--- config.mk ---
export PLATFORM = sky130hd
export DESIGN_NAME = regression_result_tx
export DESIGN_NICKNAME = d
export VERILOG_FILES = /design/src/rtl/regression_pkg.sv /design/src/rtl/bcd2_sat.sv /design/src/rtl/regression_result_tx.sv
export SDC_FILE = /design/constraint.sdc
export NUM_CORES = 1
export LEC_CHECK = 0
export CAP_MARGIN = 20
export CORE_MARGIN = 1.5
export CORE_UTILIZATION = 35
export CTS_BUF_LIST = sky130_fd_sc_hd__clkbuf_16
export CTS_CLUSTER_DIAMETER = 80
export DETAILED_ROUTE_END_ITERATION = 7
export GPL_TIMING_DRIVEN = 1
export RECOVER_POWER = 100
export SLEW_MARGIN = 20
export SYNTH_ARGS = -nofsm -noshare
export SYNTH_HDL_FRONTEND = slang
export SYNTH_SLANG_ARGS = --single-unit
--- constraint.sdc ---
create_clock -name clk -period 15.4 [get_ports clk]
set_clock_uncertainty 0.1 [all_clocks]
set_input_delay 3.08 -clock clk [delete_from_list [all_inputs] [get_ports clk]]
set_output_delay 3.08 -clock clk [all_outputs]
set_load 0.05 [all_outputs]
--- src/rtl/regression_pkg.sv ---
// Shared types and frame layout for the regression result transmitter.
// frame_byte() assembles any of the seven frame bytes from the per-field digit records.
package regression_pkg;

  localparam int FRAME_LEN = 7;

  localparam logic [1:0] FIELD_DET    = 2'b00;
  localparam logic [1:0] FIELD_B      = 2'b01;
  localparam logic [1:0] FIELD_SLOPE  = 2'b10;
  localparam logic [1:0] FIELD_STATUS = 2'b11;

  typedef enum logic [1:0] {IDLE, LOAD, SEND, DONE} tx_state_t;

  typedef struct packed {
    logic       sign;
    logic       ovf;
    logic [3:0] tens;
    logic [3:0] ones;
  } bcd_field_t;

  function automatic logic [7:0] frame_byte(input logic [2:0] idx, input bcd_field_t d,
                                            input bcd_field_t b, input bcd_field_t s,
                                            input logic err);
    logic [7:0] byte_val;
    case (idx)
      3'd0:    byte_val = {FIELD_DET,   d.sign, 1'b1, d.tens};
      3'd1:    byte_val = {FIELD_DET,   d.sign, 1'b0, d.ones};
      3'd2:    byte_val = {FIELD_B,     b.sign, 1'b1, b.tens};
      3'd3:    byte_val = {FIELD_B,     b.sign, 1'b0, b.ones};
      3'd4:    byte_val = {FIELD_SLOPE, s.sign, 1'b1, s.tens};
      3'd5:    byte_val = {FIELD_SLOPE, s.sign, 1'b0, s.ones};
      default: byte_val = {FIELD_STATUS, 2'b00, err, d.ovf, b.ovf, s.ovf};
    endcase
    return byte_val;
  endfunction

endpackage

--- src/rtl/bcd2_sat.sv ---
// Signed value to sign + two BCD digits, saturating at 99.
// The tens digit comes from a restoring compare/subtract chain, so no divider is built.
module bcd2_sat #(
  parameter int RESULT_WIDTH = 32
) (
  input  logic [RESULT_WIDTH-1:0] value,
  output logic                    sign,
  output logic                    ovf,
  output logic [3:0]              tens,
  output logic [3:0]              ones
);

  logic [RESULT_WIDTH-1:0] mag;
  logic [6:0]              rem;

  // The most-negative input negates to itself, which still compares above 99.
  always_comb begin
    sign = value[RESULT_WIDTH-1];
    mag  = sign ? (~value + RESULT_WIDTH'(1)) : value;
    ovf  = (mag > RESULT_WIDTH'(99));
    rem  = ovf ? 7'd99 : mag[6:0];
    tens = 4'd0;
    if (rem >= 7'd80) begin tens[3] = 1'b1; rem = rem - 7'd80; end
    if (rem >= 7'd40) begin tens[2] = 1'b1; rem = rem - 7'd40; end
    if (rem >= 7'd20) begin tens[1] = 1'b1; rem = rem - 7'd20; end
    if (rem >= 7'd10) begin tens[0] = 1'b1; rem = rem - 7'd10; end
    ones = rem[3:0];
  end

endmodule

--- src/rtl/regression_result_tx.sv ---
// Captures one regression result on start and streams it as a 7-byte BCD frame
// over a valid/ready byte interface.
module regression_result_tx
  import regression_pkg::*;
#(
  parameter int RESULT_WIDTH = 32
) (
  input  logic                    clk,
  input  logic                    rst,
  input  logic                    start,
  input  logic [RESULT_WIDTH-1:0] det,
  input  logic [RESULT_WIDTH-1:0] intercept,
  input  logic [RESULT_WIDTH-1:0] slope,
  input  logic                    error_det,
  input  logic                    out_ready,
  output logic                    out_valid,
  output logic [7:0]              out_data,
  output logic                    busy,
  output logic                    done,
  output logic [7:0]              frame_cnt
);

  tx_state_t               state;
  logic [RESULT_WIDTH-1:0] det_q, b_q, slope_q;
  logic                    err_q;
  logic [2:0]              idx;
  bcd_field_t              det_live, b_raw, slope_raw, b_live, slope_live;
  bcd_field_t              det_r, b_r, slope_r;

  bcd2_sat #(.RESULT_WIDTH(RESULT_WIDTH)) u_det (
    .value(det_q), .sign(det_live.sign), .ovf(det_live.ovf),
    .tens(det_live.tens), .ones(det_live.ones));
  bcd2_sat #(.RESULT_WIDTH(RESULT_WIDTH)) u_b (
    .value(b_q), .sign(b_raw.sign), .ovf(b_raw.ovf),
    .tens(b_raw.tens), .ones(b_raw.ones));
  bcd2_sat #(.RESULT_WIDTH(RESULT_WIDTH)) u_slope (
    .value(slope_q), .sign(slope_raw.sign), .ovf(slope_raw.ovf),
    .tens(slope_raw.tens), .ones(slope_raw.ones));

  // A singular matrix makes b and slope meaningless, so they are sent as a clean zero.
  assign b_live     = err_q ? '0 : b_raw;
  assign slope_live = err_q ? '0 : slope_raw;

  always_ff @(posedge clk or posedge rst) begin
    if (rst) begin
      state     <= IDLE;
      det_q     <= '0;
      b_q       <= '0;
      slope_q   <= '0;
      err_q     <= 1'b0;
      det_r     <= '0;
      b_r       <= '0;
      slope_r   <= '0;
      idx       <= 3'd0;
      out_valid <= 1'b0;
      out_data  <= 8'd0;
      busy      <= 1'b0;
      done      <= 1'b0;
      frame_cnt <= 8'd0;
    end else begin
      case (state)
        IDLE: begin
          done <= 1'b0;
          if (start) begin
            det_q   <= det;
            b_q     <= intercept;
            slope_q <= slope;
            err_q   <= error_det;
            busy    <= 1'b1;
            state   <= LOAD;
          end
        end
        // Byte 0 is built from the live converter outputs so it appears without a bubble.
        LOAD: begin
          det_r     <= det_live;
          b_r       <= b_live;
          slope_r   <= slope_live;
          idx       <= 3'd0;
          out_data  <= frame_byte(3'd0, det_live, b_live, slope_live, err_q);
          out_valid <= 1'b1;
          state     <= SEND;
        end
        SEND: begin
          if (out_valid && out_ready) begin
            if (idx == 3'(FRAME_LEN - 1)) begin
              out_valid <= 1'b0;
              done      <= 1'b1;
              frame_cnt <= frame_cnt + 8'd1;
              state     <= DONE;
            end else begin
              idx      <= idx + 3'd1;
              out_data <= frame_byte(idx + 3'd1, det_r, b_r, slope_r, err_q);
            end
          end
        end
        DONE: begin
          done  <= 1'b0;
          busy  <= 1'b0;
          state <= IDLE;
        end
        default: state <= IDLE;
      endcase
    end
  end

endmodule

==> impl_metrics.yaml, run 1 <==
detailed_routing:
  drtAntennaViolNets: 0
  vias_per_cell: 5.98
  wl_mm: 30.3
  detail_route.first_pass.iterations: 7
  detailroute.via_count: 10119
  detail_route.wl_per_cell_um: 17.9
  drt_iter0_drc: 666
  route.detailed.drc: 4
yosys:
  ys_seq_elements: 151
  syn_nets: 1337
  synth-async-reset-ratio_pct: 100
  edff_count_synth: 0
  synth.lib_cells_used.distinct: 98
  ys.warnings.count: 0
  netlist_instances: 1211
  fraction_of_the_yosys_area_taken_by_sequential_cells_pct: 34.5
  syn_area_per_cell_um2: 9.05
  synth_ff_type: "dfrtp_1"
  syn_area_um2: 11000
setup_path:
  timing.critical_path.slowest_stage_cell: "clkbuf_1"
  cp_cell_sequence: "dlygate4sd3_1 -> clkinvlp_2 -> clkbuf_1"
  endpoint_kind: "asynchronous set/reset pin"
  worst_path_maximum_fanout: 92
  regToRegEndpoint: "b_r[2]$_DFFE_PP0P_"
  arrival_time_at_the_worst_endpoint_ps: 8340
  ff2ff_path_depth: 24
  cp_slowest_stage_delay_ps: 2360
  required_ps: 15120
  start_kind: "primary input"
  rrSetupSlack_ps: 7380
  crit_type: "primary input to asynchronous set/reset pin"
  timing.rr.start: "b_q[0]$_DFFE_PP0P_"
floorplanning:
  floorplan.initialDensity_pct: 35.7
  core.rowCount: 64
  boundaryPins: 120
  die-width_um: 180
  design.die.area_um2: 32400
  fp.coreArea_um2: 30700
  die_height_um: 180
clock_tree:
  htree_levels: 4
  clkLatencyLatePin_ps: 430
  postCtsHoldBufs: 0
  number_of_clock_sinks: 151
  clkTransAtPathRegs_ps: 60
  clock_tree.buffer_depth: 2
  cts-buffers-inserted: 17
  tritoncts_clock_tree: "done"
  cts_setup_buffers: 0
  cts_resized: 0
  clk_root_buffer_cell: "clkbuf_16"
timing:
  max_freq_ghz: 0.116
  worst_slew_margin_relative_to_its_limit_pct: -173
  slew_violations: 266
  unrepaired_setup_endpoints_after_global_routing: "false"
  final.setup.tns_ps: 0
  timing.final.setup_violations: 0
  worstMarginPinSlew_ps: 4070
  min_period_ps: 8620
  final_critical_path_setup_slack_ps: 6780
  hold_viol_final: 0
  finalHoldWorstSlack_ps: 376
  min_period_over_period_pct: 56.0
global_route:
  gr-total-overflow: 0
  number_of_global_route_vias_before_repair: 9409
  grt_use_total_pct: 18.6
  global_route_wire_length_before_repair_mm: 49.6
  grt_start_max_net_pins: 93
  antenna_found_initial: 1
layout:
  antenna_cells_inserted: 0
  share_of_final_layout_standard_cells_stronger_than_drive_strength_1_pct: 12.9
  finish.utilization_pct: 42.1
  finalNetCount: 1410
  area_overhead_of_the_layout_relative_to_synthesis_pct: 17.9
place:
  place_congestion: 0.929
  dpl_worst_slack_ps: 8440
  dp_hpwl_mm: 22.3
  port_buffers: 119
power:
  pwr_density_cell_nw_per_um2: 195
  power.leakage_nw: 4.97
  power.ir.vdd_worst_mv: 0.0847
  power_mw: 2.53
run:
  maxCapViolCount: 5
run_status:
  run_status: "finished, violations left"
  violations: "DRC, capacitance limit, slew limit"
hold_path:
  timing.hold.worst.start: "out_data[1]$_DFFE_PP0P_"
  worst_hold_path.num_cells: 2
  worst_hold_path.endpoint: "out_data[1]$_DFFE_PP0P_"
  worst_hold_path_type: "register to register"
[kinds of logic (layout without fill, tap and decap cells)]
family | count (synthesis) | after routing | synth area share, %
AND/OR/NAND/NOR | 465 | 465 | 23.4
AO/OA/AOI/OAI | 298 | 298 | 20.2
flip-flops | 151 | 151 | 34.5
multiplexers | 118 | 118 | 12.0
buffers and inverters | 117 | 203 | 4.15
XOR/XNOR | 37 | 37 | 3.02
adder cells (fa/ha/maj) | 25 | 25 | 2.85
[state kept, by name, summed over array words and instances (netlist names)]
register and cells:
slope_q 32, out_valid 1, busy 1, done 1, frame_cnt 8, state 2
out_data 8, b_q 32, det_r 10, det_q 32, err_q 1, slope_r 10
idx 3, b_r 10
[where the power goes]
group / leakage, nW / switching, mW / internal, mW
Clock: 0.295 / 0.180 / 0.256
Sequential: 1.82 / 0.310 / 0.564
Combinational: 2.86 / 0.681 / 0.536
[stage by stage]
step	area, µm²	std cells
floorplan	11000	1211
global placement	12400	1661
detailed placement	12400	1661
CTS	13000	1693
global route	12900	1693
finish	12900	1693
[synth_stat cells (5+ instances only)]
| cell | number | area share (%) |
|---|---|---|
| and4_1 | 12 | 0.96 |
| o22ai_1 | 11 | 0.63 |
| nand2_1 | 73 | 2.5 |
| inv_1 | 44 | 1.5 |
| o211ai_1 | 13 | 0.89 |
| o2bb2ai_1 | 11 | 0.88 |
| a22o_1 | 12 | 0.96 |
| a211oi_1 | 13 | 0.89 |
| a21o_1 | 6 | 0.41 |
| nand2b_1 | 11 | 0.63 |
| or4_1 | 15 | 1.0 |
| xor2_1 | 8 | 0.64 |
| nor3_1 | 59 | 2.7 |
| clkbuf_1 | 55 | 1.9 |
| nor4b_1 | 5 | 0.40 |
| ha_1 | 25 | 2.9 |
| o31ai_1 | 7 | 0.48 |
| nor4_1 | 34 | 1.9 |
| nor2_1 | 103 | 3.5 |
| o2111ai_1 | 7 | 0.56 |
| nand4b_1 | 9 | 0.72 |
| and2_1 | 5 | 0.29 |
| xnor2_1 | 28 | 2.2 |
| a22oi_1 | 11 | 0.75 |
| a211o_1 | 7 | 0.56 |
| nand4_1 | 23 | 1.3 |
| buf_1 | 11 | 0.38 |
| o21ai_0 | 43 | 2.0 |
| mux2i_1 | 14 | 1.3 |
| o21a_1 | 5 | 0.34 |
| nor3b_1 | 6 | 0.41 |
| or3_1 | 21 | 1.2 |
| o21bai_1 | 7 | 0.48 |
| a21oi_1 | 47 | 2.1 |
| a31oi_1 | 17 | 0.97 |
| or2_2 | 10 | 0.57 |
| o41ai_1 | 9 | 0.72 |
| and3_1 | 17 | 0.97 |
| mux2_2 | 103 | 11 |
| nand3_1 | 31 | 1.4 |
| dfrtp_1 | 151 | 34 |
[worst max-delay path by stage]
stage	from	to	depth (start not counted)	slack, ps
3_3_place_gp	slope_q[2]$_DFFE_PP0P_	slope_r[1]$_DFFE_PP0P_	29	8550
5_1_grt	rst	b_r[1]$_DFFE_PP0P_	3	5440
2_1_floorplan	rst	b_q[0]$_DFFE_PP0P_	1	8160
6_report	rst	b_r[2]$_DFFE_PP0P_	3	6780
3_5_place_dp	slope_q[0]$_DFFE_PP0P_	slope_r[1]$_DFFE_PP0P_	31	8440
4_1_cts	b_q[0]$_DFFE_PP0P_	b_r[2]$_DFFE_PP0P_	24	8420
[layout by cell type (no fill, tap or decap), types with 14 or more instances in the layout]
cell type | synthesis | layout
dfrtp_1 | 151 | 151
mux2_2 | 103 | 103
nor4_1 | 34 | 37
mux2i_1 | 14 | 14
nand4_1 | 23 | 23
or3_1 | 21 | 21
nor2_1 | 103 | 104
nand2_1 | 73 | 74
clkdlybuf4s50_1 | 0 | 97
xnor2_1 | 28 | 29
nor3_1 | 59 | 59
nand3_1 | 31 | 31
o21ai_0 | 43 | 44
ha_1 | 25 | 25
and3_1 | 17 | 17
dlygate4sd3_1 | 0 | 22
inv_1 | 44 | 45
a31oi_1 | 17 | 17
a211oi_1 | 13 | 14
clkbuf_16 | 0 | 17
a21oi_1 | 47 | 47
or4_1 | 15 | 15
[worst max-delay path, delay by kind of cell]
kind,cells,cell delay [ps]
buffers and inverters,3,5150
[layout make-up]
type                       instances  area, µm²
multi-input combinational        943       6650
timing repair buffer             126       1240
clock buffer                      17        425
inverter                          45        170
tap                              396        495
clock inverter                    15        174
sequential                       151       3780
fill                            3075      17800
[per-layer routing]
metal	global-route usage, %	part of all wire (%)	vias up	routed length [µm]
li1	-	-	4812	-
met4	5.63	2.1	2	625
met2	28.4	44	350	13400
met5	0	0.036	-	11
met1	26.9	49	4904	14700
met3	2.69	5.2	51	1570
No activity file was read; power rests on OpenSTA's default activity.
==> inputs of run 2 (changes only) <==
==> constraint.sdc (replaced) <==
create_clock -name clk -period 7.54 [get_ports clk]
set_clock_uncertainty 0.1 [all_clocks]
set_input_delay 1.508 -clock clk [delete_from_list [all_inputs] [get_ports clk]]
set_output_delay 1.508 -clock clk [all_outputs]
set_load 0.05 [all_outputs]
==> run 2 against run 1 <==
Effect of this change: the run still ends with DRC, capacitance limit, slew limit left; combinational power up 110%; register-to-register slack worse by 6900 ps; clock-buffer cell count is the same; utilization rose by 0.38 points; total power increased by 110%; sequential power grew 110%; via count about the same; die area stayed put; first-iteration DRC count up 2.0%; routed wire length grew 1.1%; flip-flop and latch count unchanged; highest routed layer unchanged.
==> impl_metrics.yaml, run 2 (synthesized netlist as in run 1, its figures left out) <==
setup_path:
  start_kind: "register"
  required_ps: 7770
  termination_of_the_worst_setup_path: "b_r[2]$_DFFE_PP0P_"
  timing.rr.start: "b_q[0]$_DFFE_PP0P_"
  cp-startpoint: "b_q[0]$_DFFE_PP0P_"
  ff2ff_path_depth: 24
  regToRegEndpoint: "b_r[2]$_DFFE_PP0P_"
  endpoint_kind: "register"
  worst_path_maximum_fanout: 10
  crit_type: "register to register"
  rrSetupSlack_ps: 490
  arrival_time_at_the_worst_endpoint_ps: 7280
run:
  maxCapViolCount: 4
detailed_routing:
  route.detailed.drc: 4
  detailroute.via_count: 10118
  vias_per_cell: 5.96
  drtAntennaViolNets: 0
  drt_iter0_drc: 679
  detail_route.wl_per_cell_um: 18.1
  detail_route.first_pass.iterations: 8
  wl_mm: 30.7
timing:
  timing.final.setup_violations: 0
  worst_slew_margin_relative_to_its_limit_pct: -179
  min_period_over_period_pct: 93.5
  slew_violations: 195
  finalHoldWorstSlack_ps: 375
  max_freq_ghz: 0.142
  min_period_ps: 7050
  unrepaired_setup_endpoints_after_global_routing: "false"
  final.setup.tns_ps: 0
  worstMarginPinSlew_ps: 4170
  hold_viol_final: 0
power:
  p_sw_mw: 2.44
  intPower_mw: 2.77
  share_clk_of_total_power_pct: 17.3
  pwr-share-comb_pct: 48.2
  pwr_density_cell_nw_per_um2: 399
  power.ir.vdd_worst_mv: 0.166
  netSwitchingFraction_pct: 46.9
  power.leakage_nw: 5.03
  seq_power_share_pct: 34.5
clock_tree:
  clkTransAtPathRegs_ps: 70
  tritoncts_clock_tree: "done"
  cts-buffers-inserted: 17
  clock_tree.buffer_depth: 2
  htree_levels: 4
  number_of_clock_sinks: 151
  clk_root_buffer_cell: "clkbuf_16"
  postCtsHoldBufs: 0
  clkLatencyLatePin_ps: 450
layout:
  finish.utilization_pct: 42.4
  share_of_final_layout_standard_cells_stronger_than_drive_strength_1_pct: 14.4
  most_common_library_cell_in_the_layout_ignoring_fill_and_taps: "dfrtp_1"
  layout.cells.most_common_list: "dfrtp_1 (151), nor2_1 (103), mux2_2 (103), clkdlybuf4s50_1 (97), nand2_1 (73)"
  finalNetCount: 1416
  area_overhead_of_the_layout_relative_to_synthesis_pct: 19.0
  antenna_cells_inserted: 0
  biggestRegsByFlops: "b_q (32), det_q (32), slope_q (32)"
floorplanning:
  die-width_um: 180
  floorplan.initialDensity_pct: 35.7
  boundaryPins: 120
  design.die.area_um2: 32400
  fp.coreArea_um2: 30700
  core.rowCount: 64
  die_height_um: 180
run_status:
  violations: "DRC, capacitance limit, slew limit"
  run_status: "finished, violations left"
place:
  port_buffers: 119
  dp_hpwl_mm: 22.6
  place_congestion: 0.913
hold_path:
  worst_hold_path_type: "register to register"
  timing.hold.worst.start: "frame_cnt[7]$_DFFE_PP0P_"
global_route:
  global_route_wire_length_before_repair_mm: 50.9
  grt_use_total_pct: 19.0
  number_of_global_route_vias_before_repair: 9663
  grt_start_max_net_pins: 94
  antenna_found_initial: 1
  gr-total-overflow: 0
## run 2: cell types whose count changed in the layout (fill, tap and decap cells not counted), sizes merged
cell and delta:
buf +5, bufinv -1, clkbuf +1, clkinv -1
inv +2
## run 2: critical path, cell delays in order, from the launching register on
cell,delay [ps]
dfrtp_1,450
inv_1,100
ha_1,250
or4b_4,530
nor4_4,570
a311oi_1,250
a211o_1,270
nor4_1,350
and4_1,480
nand2_4,140
nor2_1,130
ha_1,300
or4_1,610
o2111ai_1,160
and2_4,200
inv_1,50
ha_1,170
and3_1,160
o41a_1,450
mux2i_1,200
ha_1,220
o41ai_1,120
a311oi_4,380
mux2i_1,120
a22o_1,200
## run 2: metal layers
layer	vias up	track usage, %	part of all wire, %
li1	4816	-	-
met1	4912	26.9	48
met2	340	29.6	45
met3	48	3.40	5.4
met4	2	5.39	1.7
met5	-	0	0.042
## run 2: how the worst min path moves through the flow
stage               cells past startpoint                        to  slack [ps]
CTS                                     2   out_data[1]$_DFFE_PP0P_         390
finish                                  1  frame_cnt[7]$_DFFE_PP0P_         370
global placement                        2   out_data[6]$_DFFE_PP0P_         350
floorplan                               1    slope_r[9]$_DFFE_PP0P_         350
detailed placement                      2   out_data[1]$_DFFE_PP0P_         370
global route                            1  frame_cnt[6]$_DFFE_PP0P_         420
## run 2: timing repair
| item | CTS | global route |
|---|---|---|
| gates resized for setup | 0 | 2 |
| setup buffers | 0 | 0 |
| hold endpoints to repair | 0 | 0 |
| setup endpoints to repair | 0 | 2 |
## run 2: stage by stage
stage | cells | area (µm²) | total power [mW] | worst slack [ps]
2_1_floorplan | 1211 | 11000 | 3.55 | 1150
3_3_place_gp | 1667 | 12500 | 4.26 | 741
3_5_place_dp | 1667 | 12500 | 4.26 | 567
4_1_cts | 1699 | 13100 | 5.18 | 536
5_1_grt | 1699 | 13000 | 5.60 | 45.6
6_report | 1699 | 13000 | 5.21 | 487
## run 2: area by class of cell
| type | count | area [µm²] |
|---|---|---|
| fill | 3051 | 17700 |
| sequential | 151 | 3780 |
| clock buffer | 17 | 425 |
| multi-input combinational | 943 | 6720 |
| inverter | 45 | 170 |
| clock inverter | 15 | 181 |
| timing repair buffer | 132 | 1280 |
| tap | 396 | 495 |
## run 2: power groups by stage
stage	clock (mW)	combinational, mW	sequential, mW
after global placement	0	2.48	1.78
final	0.900	2.51	1.80
after global routing	0.959	2.78	1.86
after CTS	0.922	2.49	1.77
after detailed placement	0	2.47	1.78
after floorplan	0	2.05	1.51
